<file path="src/rtl/pipe_pkg.sv">
// Shared definitions for the elastic pipeline-stage register:
// occupancy encoding and default bundle widths.
package pipe_pkg;

  localparam logic [1:0] ST_EMPTY = 2'd0;
  localparam logic [1:0] ST_ONE   = 2'd1;
  localparam logic [1:0] ST_FULL  = 2'd2;

  localparam int DATA_W_DEF = 128;
  localparam int CTRL_W_DEF = 12;

  typedef enum logic [1:0] {
    OCC_EMPTY = ST_EMPTY,
    OCC_ONE   = ST_ONE,
    OCC_FULL  = ST_FULL
  } occ_e;

endpackage

</file>
<file path="src/rtl/sat_counter.sv">
// Saturating up-counter with synchronous clear; clear wins over increment.
module sat_counter #(
  parameter int W = 16
) (
  input  logic         clock,
  input  logic         reset_n,
  input  logic         inc,
  input  logic         clr,
  output logic [W-1:0] count
);

  logic [W-1:0] r_count;

  // NOTE: sequential state uses non-blocking (<=) so every flop samples pre-edge values.
  always_ff @(posedge clock or negedge reset_n) begin
    if (!reset_n) begin
      r_count <= '0;
    end else if (clr) begin
      r_count <= '0;
    end else if (inc && (r_count != {W{1'b1}})) begin
      r_count <= r_count + 1'b1;
    end
  end

  assign count = r_count;

endmodule

</file>
<file path="src/rtl/pipe_stage_skid.sv">
// Elastic pipeline-stage register: main entry plus one-entry skid buffer,
// registered in_ready, synchronous flush and a stall-cycle counter.
module pipe_stage_skid
  import pipe_pkg::*;
#(
  parameter int DATA_W = DATA_W_DEF,
  parameter int CTRL_W = CTRL_W_DEF,
  parameter int STAT_W = 16
) (
  input  logic              clock,
  input  logic              reset_n,
  input  logic              in_valid,
  output logic              in_ready,
  input  logic [CTRL_W-1:0] in_ctrl,
  input  logic [DATA_W-1:0] in_data,
  output logic              out_valid,
  input  logic              out_ready,
  output logic [CTRL_W-1:0] out_ctrl,
  output logic [DATA_W-1:0] out_data,
  input  logic              flush,
  input  logic              stat_clr,
  output logic [1:0]        occupancy,
  output logic [STAT_W-1:0] stall_cnt
);

  occ_e              r_state;
  occ_e              w_state_nxt;
  logic [CTRL_W-1:0] r_main_ctrl;
  logic [DATA_W-1:0] r_main_data;
  logic [CTRL_W-1:0] r_skid_ctrl;
  logic [DATA_W-1:0] r_skid_data;

  logic w_main_valid;
  logic w_skid_valid;
  logic w_in_fire;
  logic w_out_fire;
  logic w_ld_main_in;
  logic w_ld_skid_in;
  logic w_ld_main_skid;

  // Valid bits are implied by occupancy, so they can never disagree with it.
  assign w_main_valid = (r_state != OCC_EMPTY);
  assign w_skid_valid = (r_state == OCC_FULL);
  assign in_ready     = ~w_skid_valid;
  assign w_in_fire    = in_valid & in_ready;
  assign w_out_fire   = w_main_valid & out_ready;

  always_ff @(posedge clock or negedge reset_n) begin
    if (!reset_n) r_state <= OCC_EMPTY;
    else          r_state <= w_state_nxt;
  end

  always_comb begin
    // NOTE: every signal driven here gets a default first, so no path infers a latch.
    w_state_nxt    = r_state;
    w_ld_main_in   = 1'b0;
    w_ld_skid_in   = 1'b0;
    w_ld_main_skid = 1'b0;
    unique case (r_state)
      OCC_EMPTY: begin
        if (w_in_fire) begin
          w_ld_main_in = 1'b1;
          w_state_nxt  = OCC_ONE;
        end
      end
      OCC_ONE: begin
        if (w_in_fire && w_out_fire) begin
          w_ld_main_in = 1'b1;
        end else if (w_in_fire) begin
          w_ld_skid_in = 1'b1;
          w_state_nxt  = OCC_FULL;
        end else if (w_out_fire) begin
          w_state_nxt  = OCC_EMPTY;
        end
      end
      OCC_FULL: begin
        if (w_out_fire) begin
          w_ld_main_skid = 1'b1;
          w_state_nxt    = OCC_ONE;
        end
      end
      default: w_state_nxt = OCC_EMPTY;
    endcase
    // Flush kills everything held and anything accepted this cycle.
    if (flush) begin
      w_state_nxt    = OCC_EMPTY;
      w_ld_main_in   = 1'b0;
      w_ld_skid_in   = 1'b0;
      w_ld_main_skid = 1'b0;
    end
  end

  always_ff @(posedge clock or negedge reset_n) begin
    if (!reset_n) begin
      // NOTE: the wide bundles are reset too so out_data is never X after reset.
      r_main_ctrl <= '0;
      r_main_data <= '0;
      r_skid_ctrl <= '0;
      r_skid_data <= '0;
    end else if (flush) begin
      r_main_ctrl <= '0;
      r_skid_ctrl <= '0;
    end else begin
      if (w_ld_main_in) begin
        r_main_ctrl <= in_ctrl;
        r_main_data <= in_data;
      end else if (w_ld_main_skid) begin
        r_main_ctrl <= r_skid_ctrl;
        r_main_data <= r_skid_data;
      end
      if (w_ld_skid_in) begin
        r_skid_ctrl <= in_ctrl;
        r_skid_data <= in_data;
      end
    end
  end

  assign out_valid = w_main_valid;
  assign out_ctrl  = w_main_valid ? r_main_ctrl : '0;
  assign out_data  = r_main_data;
  assign occupancy = r_state;

  sat_counter #(
    .W (STAT_W)
  ) u_stall_cnt (
    .clock   (clock),
    .reset_n (reset_n),
    .inc     (w_main_valid & ~out_ready),
    .clr     (stat_clr),
    .count   (stall_cnt)
  );

endmodule
</file>
<file path="config.mk">
export PLATFORM = sky130hd
export DESIGN_NAME = pipe_stage_skid
export DESIGN_NICKNAME = d
export VERILOG_FILES = /design/src/rtl/pipe_pkg.sv /design/src/rtl/sat_counter.sv /design/src/rtl/pipe_stage_skid.sv
export SDC_FILE = /design/constraint.sdc
export NUM_CORES = 1
export LEC_CHECK = 0
export BUFFER_PORTS_ARGS = -buffer_cell sky130_fd_sc_hd__buf_2
export CELL_PAD_IN_SITES_DETAIL_PLACEMENT = 0
export CELL_PAD_IN_SITES_GLOBAL_PLACEMENT = 1
export CORE_UTILIZATION = 38
export DETAILED_ROUTE_END_ITERATION = 10
export GPL_ROUTABILITY_DRIVEN = 0
export PLACE_DENSITY = 0.79
export SLEW_MARGIN = 20
export SYNTH_ARGS = -nofsm -noshare
export SYNTH_HDL_FRONTEND = slang
export SYNTH_SLANG_ARGS = --single-unit
</file>
<file path="constraint.sdc">
create_clock -name clock -period 1.7 [get_ports clock]
set_input_delay 0.34 -clock clock [delete_from_list [all_inputs] [get_ports clock]]
set_output_delay 0.34 -clock clock [all_outputs]
set_load 0.005 [all_outputs]
</file>
# Word-level counts from Yosys, hierarchy flattened
# Cells that the tools add are included.
classes:
  add_sub_neg: 1
  n_mul: 0
  div: 0
  order_cmp: 0
  eq_ne: 7
  n_shift: 0
  muxes: 27
  n_bitwise: 6
  reduce_logical: 11
op_table:
  columns: ["op", "n"]
  rows:
  - ["128-bit two-way mux", 2]
  - ["12-bit two-way mux", 6]
  - ["16-bit two-way mux", 2]
  - ["16-bit by 1-bit adder with 16-bit output, second input constant", 1]
  - ["16-bit inequality test, second input constant", 1]
  - ["2-bit two-way mux", 6]
  - ["1-bit two-way mux", 9]
  - ["2-bit nonzero test", 4]
  - ["3-bit inequality test, second input constant", 2]
  - ["2-bit one-hot mux with 3 select lines", 1]
  - ["4-bit inequality test, second input constant", 1]
  - ["2-bit AND reduction", 2]
  - ["4-bit AND reduction", 1]
  - ["1-bit bitwise AND", 3]
  - ["3-bit by 2-bit inequality test with 1-bit output, second input constant", 1]
  - ["1-bit NOT", 3]
  - ["3-bit nonzero test", 1]
  - ["2-bit by 1-bit == test with 1-bit output, second input constant", 1]
  - ["2-bit == test, second input constant", 1]
  - ["1-bit logical AND", 2]
  - ["2-bit logical NOT", 1]
  - ["1-bit one-hot mux with 2 select lines", 1]
word_totals:
  reg_bits: 298
  latch_bits: 0
  mem_bits_rw: 0
  romBits: 0
  inputBits: 146
  word_cells: 58
  n_memories: 0

# Logic depth before layout (Yosys ltp)
depth:
  depth_word: 9
  mapped_depth: 9
  mapped_depth_nobuf: 6

# Modules after synthesis
# A second synthesis with hierarchy kept.
unflattened:
  hier_cells: 884
  hier_area_um2: 13185.1
modules_own_cells:
  columns: ["module", "instances", "cells_each", "area_per_inst_um2", "seq_area_each_um2"]
  rows:
  - ["pipe_stage_skid", 1, 786, 12243.0, 7056.8]
  - ["sat_counter", 1, 98, 942.2, 400.4]

# Worst setup path before layout
# No wires, ideal clock.
synth_timing:
  kind: "register to register"
  start: "register u_stall_cnt.r_count[0] (netlist: u_stall_cnt.count[0])"
  end: "register u_stall_cnt.r_count[6] (netlist: u_stall_cnt.count[6])"
  setup_time_ns: 0.066
  arrival_ns: 1.656
  required_time_ns: 1.634
  path_slack_ns: -0.022
  path_stages_with_launch: 7
  cell_sequence: "dfrtp_1 -> ha_1 -> nand4_1 -> nor4_4 -> nor2_2 -> a311oi_1 -> a41o_1"
synth_via:
  elab_chain_len: 3
  elab_cells_between_ends: 6
synth_lines:
  columns: ["element", "line", "source"]
  rows:
  - ["start, declared", "sat_counter.sv:12", "logic [W-1:0] r_count;"]
  - ["start signal, assigned", "sat_counter.sv:21", "r_count <= r_count + 1'b1;"]
  - ["16-bit by 1-bit adder with 16-bit output / 16-bit inequality test (equally long branches)", "sat_counter.sv:21, sat_counter.sv:20", null]
  - ["16-bit two-way mux / 1-bit logical AND (equally long branches)", "sat_counter.sv:20", "end else if (inc && (r_count != {W{1'b1}})) begin"]
  - ["16-bit two-way mux / 2-bit nonzero test (equally long branches)", null, null]
# Several ways; a longest one is shown, not always the timed one. The select of a mux whose other input is x is not followed.
# A chain may end at the register's enable or synchronous reset.

# Worst setup path in the final report
layout_timing:
  start: "register r_state[0] (netlist: occupancy[0])"
  end: "output out_ctrl[1]"
layout_via:
  elab_chain_len: 2
layout_lines:
  columns: ["element", "line", "source"]
  rows:
  - ["start, declared", "pipe_stage_skid.sv:26", "occ_e r_state;"]
  - ["start signal, assigned", "pipe_stage_skid.sv:50", "else r_state <= w_state_nxt;"]
  - ["2-bit nonzero test", "pipe_stage_skid.sv:42", "assign w_main_valid = (r_state != OCC_EMPTY);"]
  - ["12-bit two-way mux", "pipe_stage_skid.sv:119", "assign out_ctrl = w_main_valid ? r_main_ctrl : '0;"]
  - ["end, declared", "pipe_stage_skid.sv:18", "output logic [CTRL_W-1:0] out_ctrl,"]
# No other way between the ends.

==> impl_metrics.csv <==
group,metric,value,unit
run_status,outcome,"finished, violations left",
run_status,violated_checks,"negative setup slack",
setup_path,reg_to_reg_setup_timing_slack,-0.11,ns
yosys,synthArstFlopShare,100,%
yosys,post_synth.cell_area_avg,12.3,sq um
setup_path,critical_path.max_fanout,7,
global_routing,grt_util_met3,4.68,%
timing,final_hold_viol_count,0,
yosys,synth.cell_area,12700,sq um
cts,ctsLongestPathBuffers,3,
drt,dr.first_iter.drc_count,419,
die,floorplan.die_area,34100,sq um
yosys,synthCells,1035,
global_routing,global_route.usage.met2,28.8,%
cts,cts_tree,"built",
global_routing,grt_use_total,17.6,%
power,finalPower,21.6,mW
global_routing,grt-busiest-layer,"met2",
drt,vias_cell,4.93,
yosys,synth.area.top_cells,"dfrtp_1, mux2_2, mux2i_1, nand2_1, o21ai_1",
drt,firstDrtPassIters,4,
setup_path,timing.critical_path.from_type,"flop",
yosys,synth_ff_type,"dfrtp_1",
die,width_of_the_die,185,microns
setup_path,criticalPathCategory,"flop to primary output",
final_layout,syn2layout_area_growth,41.8,%
setup_path,cp.required,1.36,ns
drt,antenna_violating_nets_post_route,0,
setup_path,timing.critical_path.to_type,"primary output",
timing,rsz0062_at_grt,"true",
global_routing,grt_pass1_wl,47800,microns
die,fp.dieH,185,microns
yosys,unique_cell_type_count_in_the_yosys_netlist,45,
die,start_util,38.8,%
cts,clk_root_buffer_cell,"clkbuf_16",
final_layout,final_util,55.0,%
timing,totalNegativeSetupSlack,-17.29,ns
die,rows,66,
cts,clock_latency_on_the_worst_skew_pair,0.50,ns
yosys,library_cell_occupying_the_most_area_in_the_post_synthesis_netlist,"dfrtp_1",
setup_path,cp_slowest_stage_delay,0.38,ns
timing,clock_skew,0.0143,ns
cts,cts_num_sinks,298,
global_routing,grt_remaining_overflow,0,
setup_path,crit_chain,"buf_6 -> nor2_4 -> buf_6 -> nor2b_1 -> buf_2",
drt,detail_route.wirelength,33900,microns
setup_path,critical_path_arrival,1.48,ns
global_routing,grt_pass1_vias,9090,
global_routing,antenna_found_initial,1,
setup_path,worst_path_max_delay_cell,"dfrtp_1",
timing,slew_headroom,64.9,%
timing,holdWs,0.0854,ns
timing,worst_slew_pin_slew,0.526,ns
drt,detailroute.via_count,9466,
yosys,synth-edff-count,0,
cts,ctsHtreeMaxLevel,2,
drt,route.detailed.drc,0,
final_layout,post-route-cell-area,18000,sq um
cts,tritoncts.num_buffers,35,
power,static-leakage-power,8.53,nW
cts,cts.reportedPaths.clkPinSlew,0.06,ns
setup_path,worst_path_most_repeated_cell,"buf_6",
drt,wl_per_cell,17.6,microns
min_path,worstHoldPathType,"input port to flop",
power,power-per-cell-area,1200,nW/um^2
power,vdd_ir_drop_max,681,uV
final_layout,final_layout_size_suffix_gt1_share,46.3,%
final_layout,design.final.nets,1607,
timing,timing_max_transition_violations_final,0,
placement,place_area,15500,sq um
timing,finalWorstSetupSlack,-0.123,ns
yosys,register_bit_total_from_synthesis,298,
yosys,synth_nets,1182,
timing,fmax,0.549,GHz
yosys,synth_top_area_share,58.7,%
timing,finalSetupViolations,283,
global_routing,global_routing_met1_resource_utilization,22.7,%
run,maxCapViolations,0,
global_routing,grt_max_degree,70,
die,floorplan.core_area,32700,sq um
timing,finalWorstPathRequiredPeriod,1.82,ns
die,i_o_pins,306,
yosys,synth_warnings,0,
yosys,synth.yosys.seq_area_share,58.7,%
placement,port-buffer-count,305,
timing,finalCritPeriodShare,107,%
placement,place.detailed.hpwl,21800,microns
[placed cells by master, fill, tap and decap left out, types with 24 or more instances in the layout]
| cell type | instances |
|---|---|
| buf_12 | 24 |
| buf_2 | 301 |
| buf_4 | 62 |
| clkbuf_16 | 63 |
| dfrtp_1 | 298 |
| mux2_2 | 123 |
| mux2i_1 | 127 |
| nand2_1 | 123 |
| nor2_1 | 29 |
| o21ai_0 | 27 |
| o21ai_1 | 99 |
[area by class of cell]
cell class / count / area, sq um
inverters: 4 / 15.0
repair buffers: 455 / 3800
multi-input cells: 666 / 5100
diodes: 2 / 5.00
flip-flops and latches: 298 / 7460
well taps: 442 / 553
clock inverters: 7 / 66.3
clock buffers: 48 / 1000
fillers: 2857 / 14700
[worst paths after layout]
path / from / end / cells past startpoint
min in group asynchronous: reset_n / r_skid_ctrl[7]$_DFFE_PN0P_ / 2
max reg2reg: occupancy[1]$_DFFE_PN0P_ / out_data[70]$_DFFE_PN0P_ / 11
max: occupancy[0]$_DFFE_PN0P_ / out_ctrl[1] / 5
max in group asynchronous: reset_n / r_skid_data[49]$_DFFE_PN0P_ / 4
min: in_data[26] / r_skid_data[26]$_DFFE_PN0P_ / 2
min reg2reg: out_data[127]$_DFFE_PN0P_ / out_data[127]$_DFFE_PN0P_ / 2
[worst max-delay path: cells and delay by family (launching register included)]
kind	cells	cell delay, ns
flip-flops	1	0.38
AND/OR/NAND/NOR	2	0.20
buffers and inverters	3	0.42
[per-stage QoR]
step                setup WS [ns]  instances
finish                     -0.123       1922
global placement           -0.219       1809
CTS                        -0.149       1869
detailed placement         -0.212       1809
floorplan                  0.0177       1035
global route               -0.187       1921
[report_power, final]
| group | total [mW] | leakage, nW | internal, mW | switching [mW] |
|---|---|---|---|---|
| clock network | 7.02 | 0.529 | 4.24 | 2.77 |
| registers | 9.84 | 3.77 | 8.88 | 0.960 |
| logic | 4.69 | 4.23 | 2.59 | 2.10 |
| total | 21.6 | 8.53 | 15.7 | 5.84 |
[flip-flops by register name, indices dropped and copies added, names as in the netlist]
name / cells
out_data: 128
r_skid_ctrl: 12
occupancy: 2
r_skid_data: 128
r_main_ctrl: 12
u_stall_cnt.count: 16
[kinds of logic (layout without fill, tap and decap cells)]
family | count (synthesis) | count (layout) | share of synthesized area [%]
xor gates and xnor gates | 13 | 13 | 0.897
and+or+nand+nor | 220 | 220 | 7.75
muxes | 257 | 257 | 21.5
AOI/OAI and AO/OA | 175 | 175 | 7.79
buffers and inverters | 71 | 514 | 3.21
DFF | 298 | 298 | 58.7
adders and majority gates | 1 | 1 | 0.0985
other | 0 | 2 | 0
[routing by layer]
layer / part of all wire [%] / vias to the layer above
li1: - / 4489
met1: 44 / 4680
met2: 48 / 239
met3: 5.9 / 58
met4: 2.2 / 0
met5: 0 / -
[Yosys cell counts (12+ instances only)]
| master | number |
|---|---|
| dfrtp_1 | 298 |
| o21ai_1 | 88 |
| o21ai_0 | 41 |
| nor2_1 | 33 |
| buf_4 | 12 |
| a22oi_1 | 12 |
| a22o_1 | 12 |
| mux2i_1 | 129 |
| a21oi_1 | 15 |
| buf_2 | 26 |
| clkbuf_1 | 18 |
| mux2_2 | 128 |
| nand2_1 | 135 |
| nor2b_1 | 12 |
[timing repair]
action                                  in CTS  in global routing
hold buffers                                 1                  0
pin swaps                                    7                 21
gates resized for setup                     27                 93
cloned                                       1                 32
endpoints found under the setup margin      38                293
setup buffers                                3                 19
hold endpoints to repair                    27                  0
No activity file was read; power rests on OpenSTA's default activity.
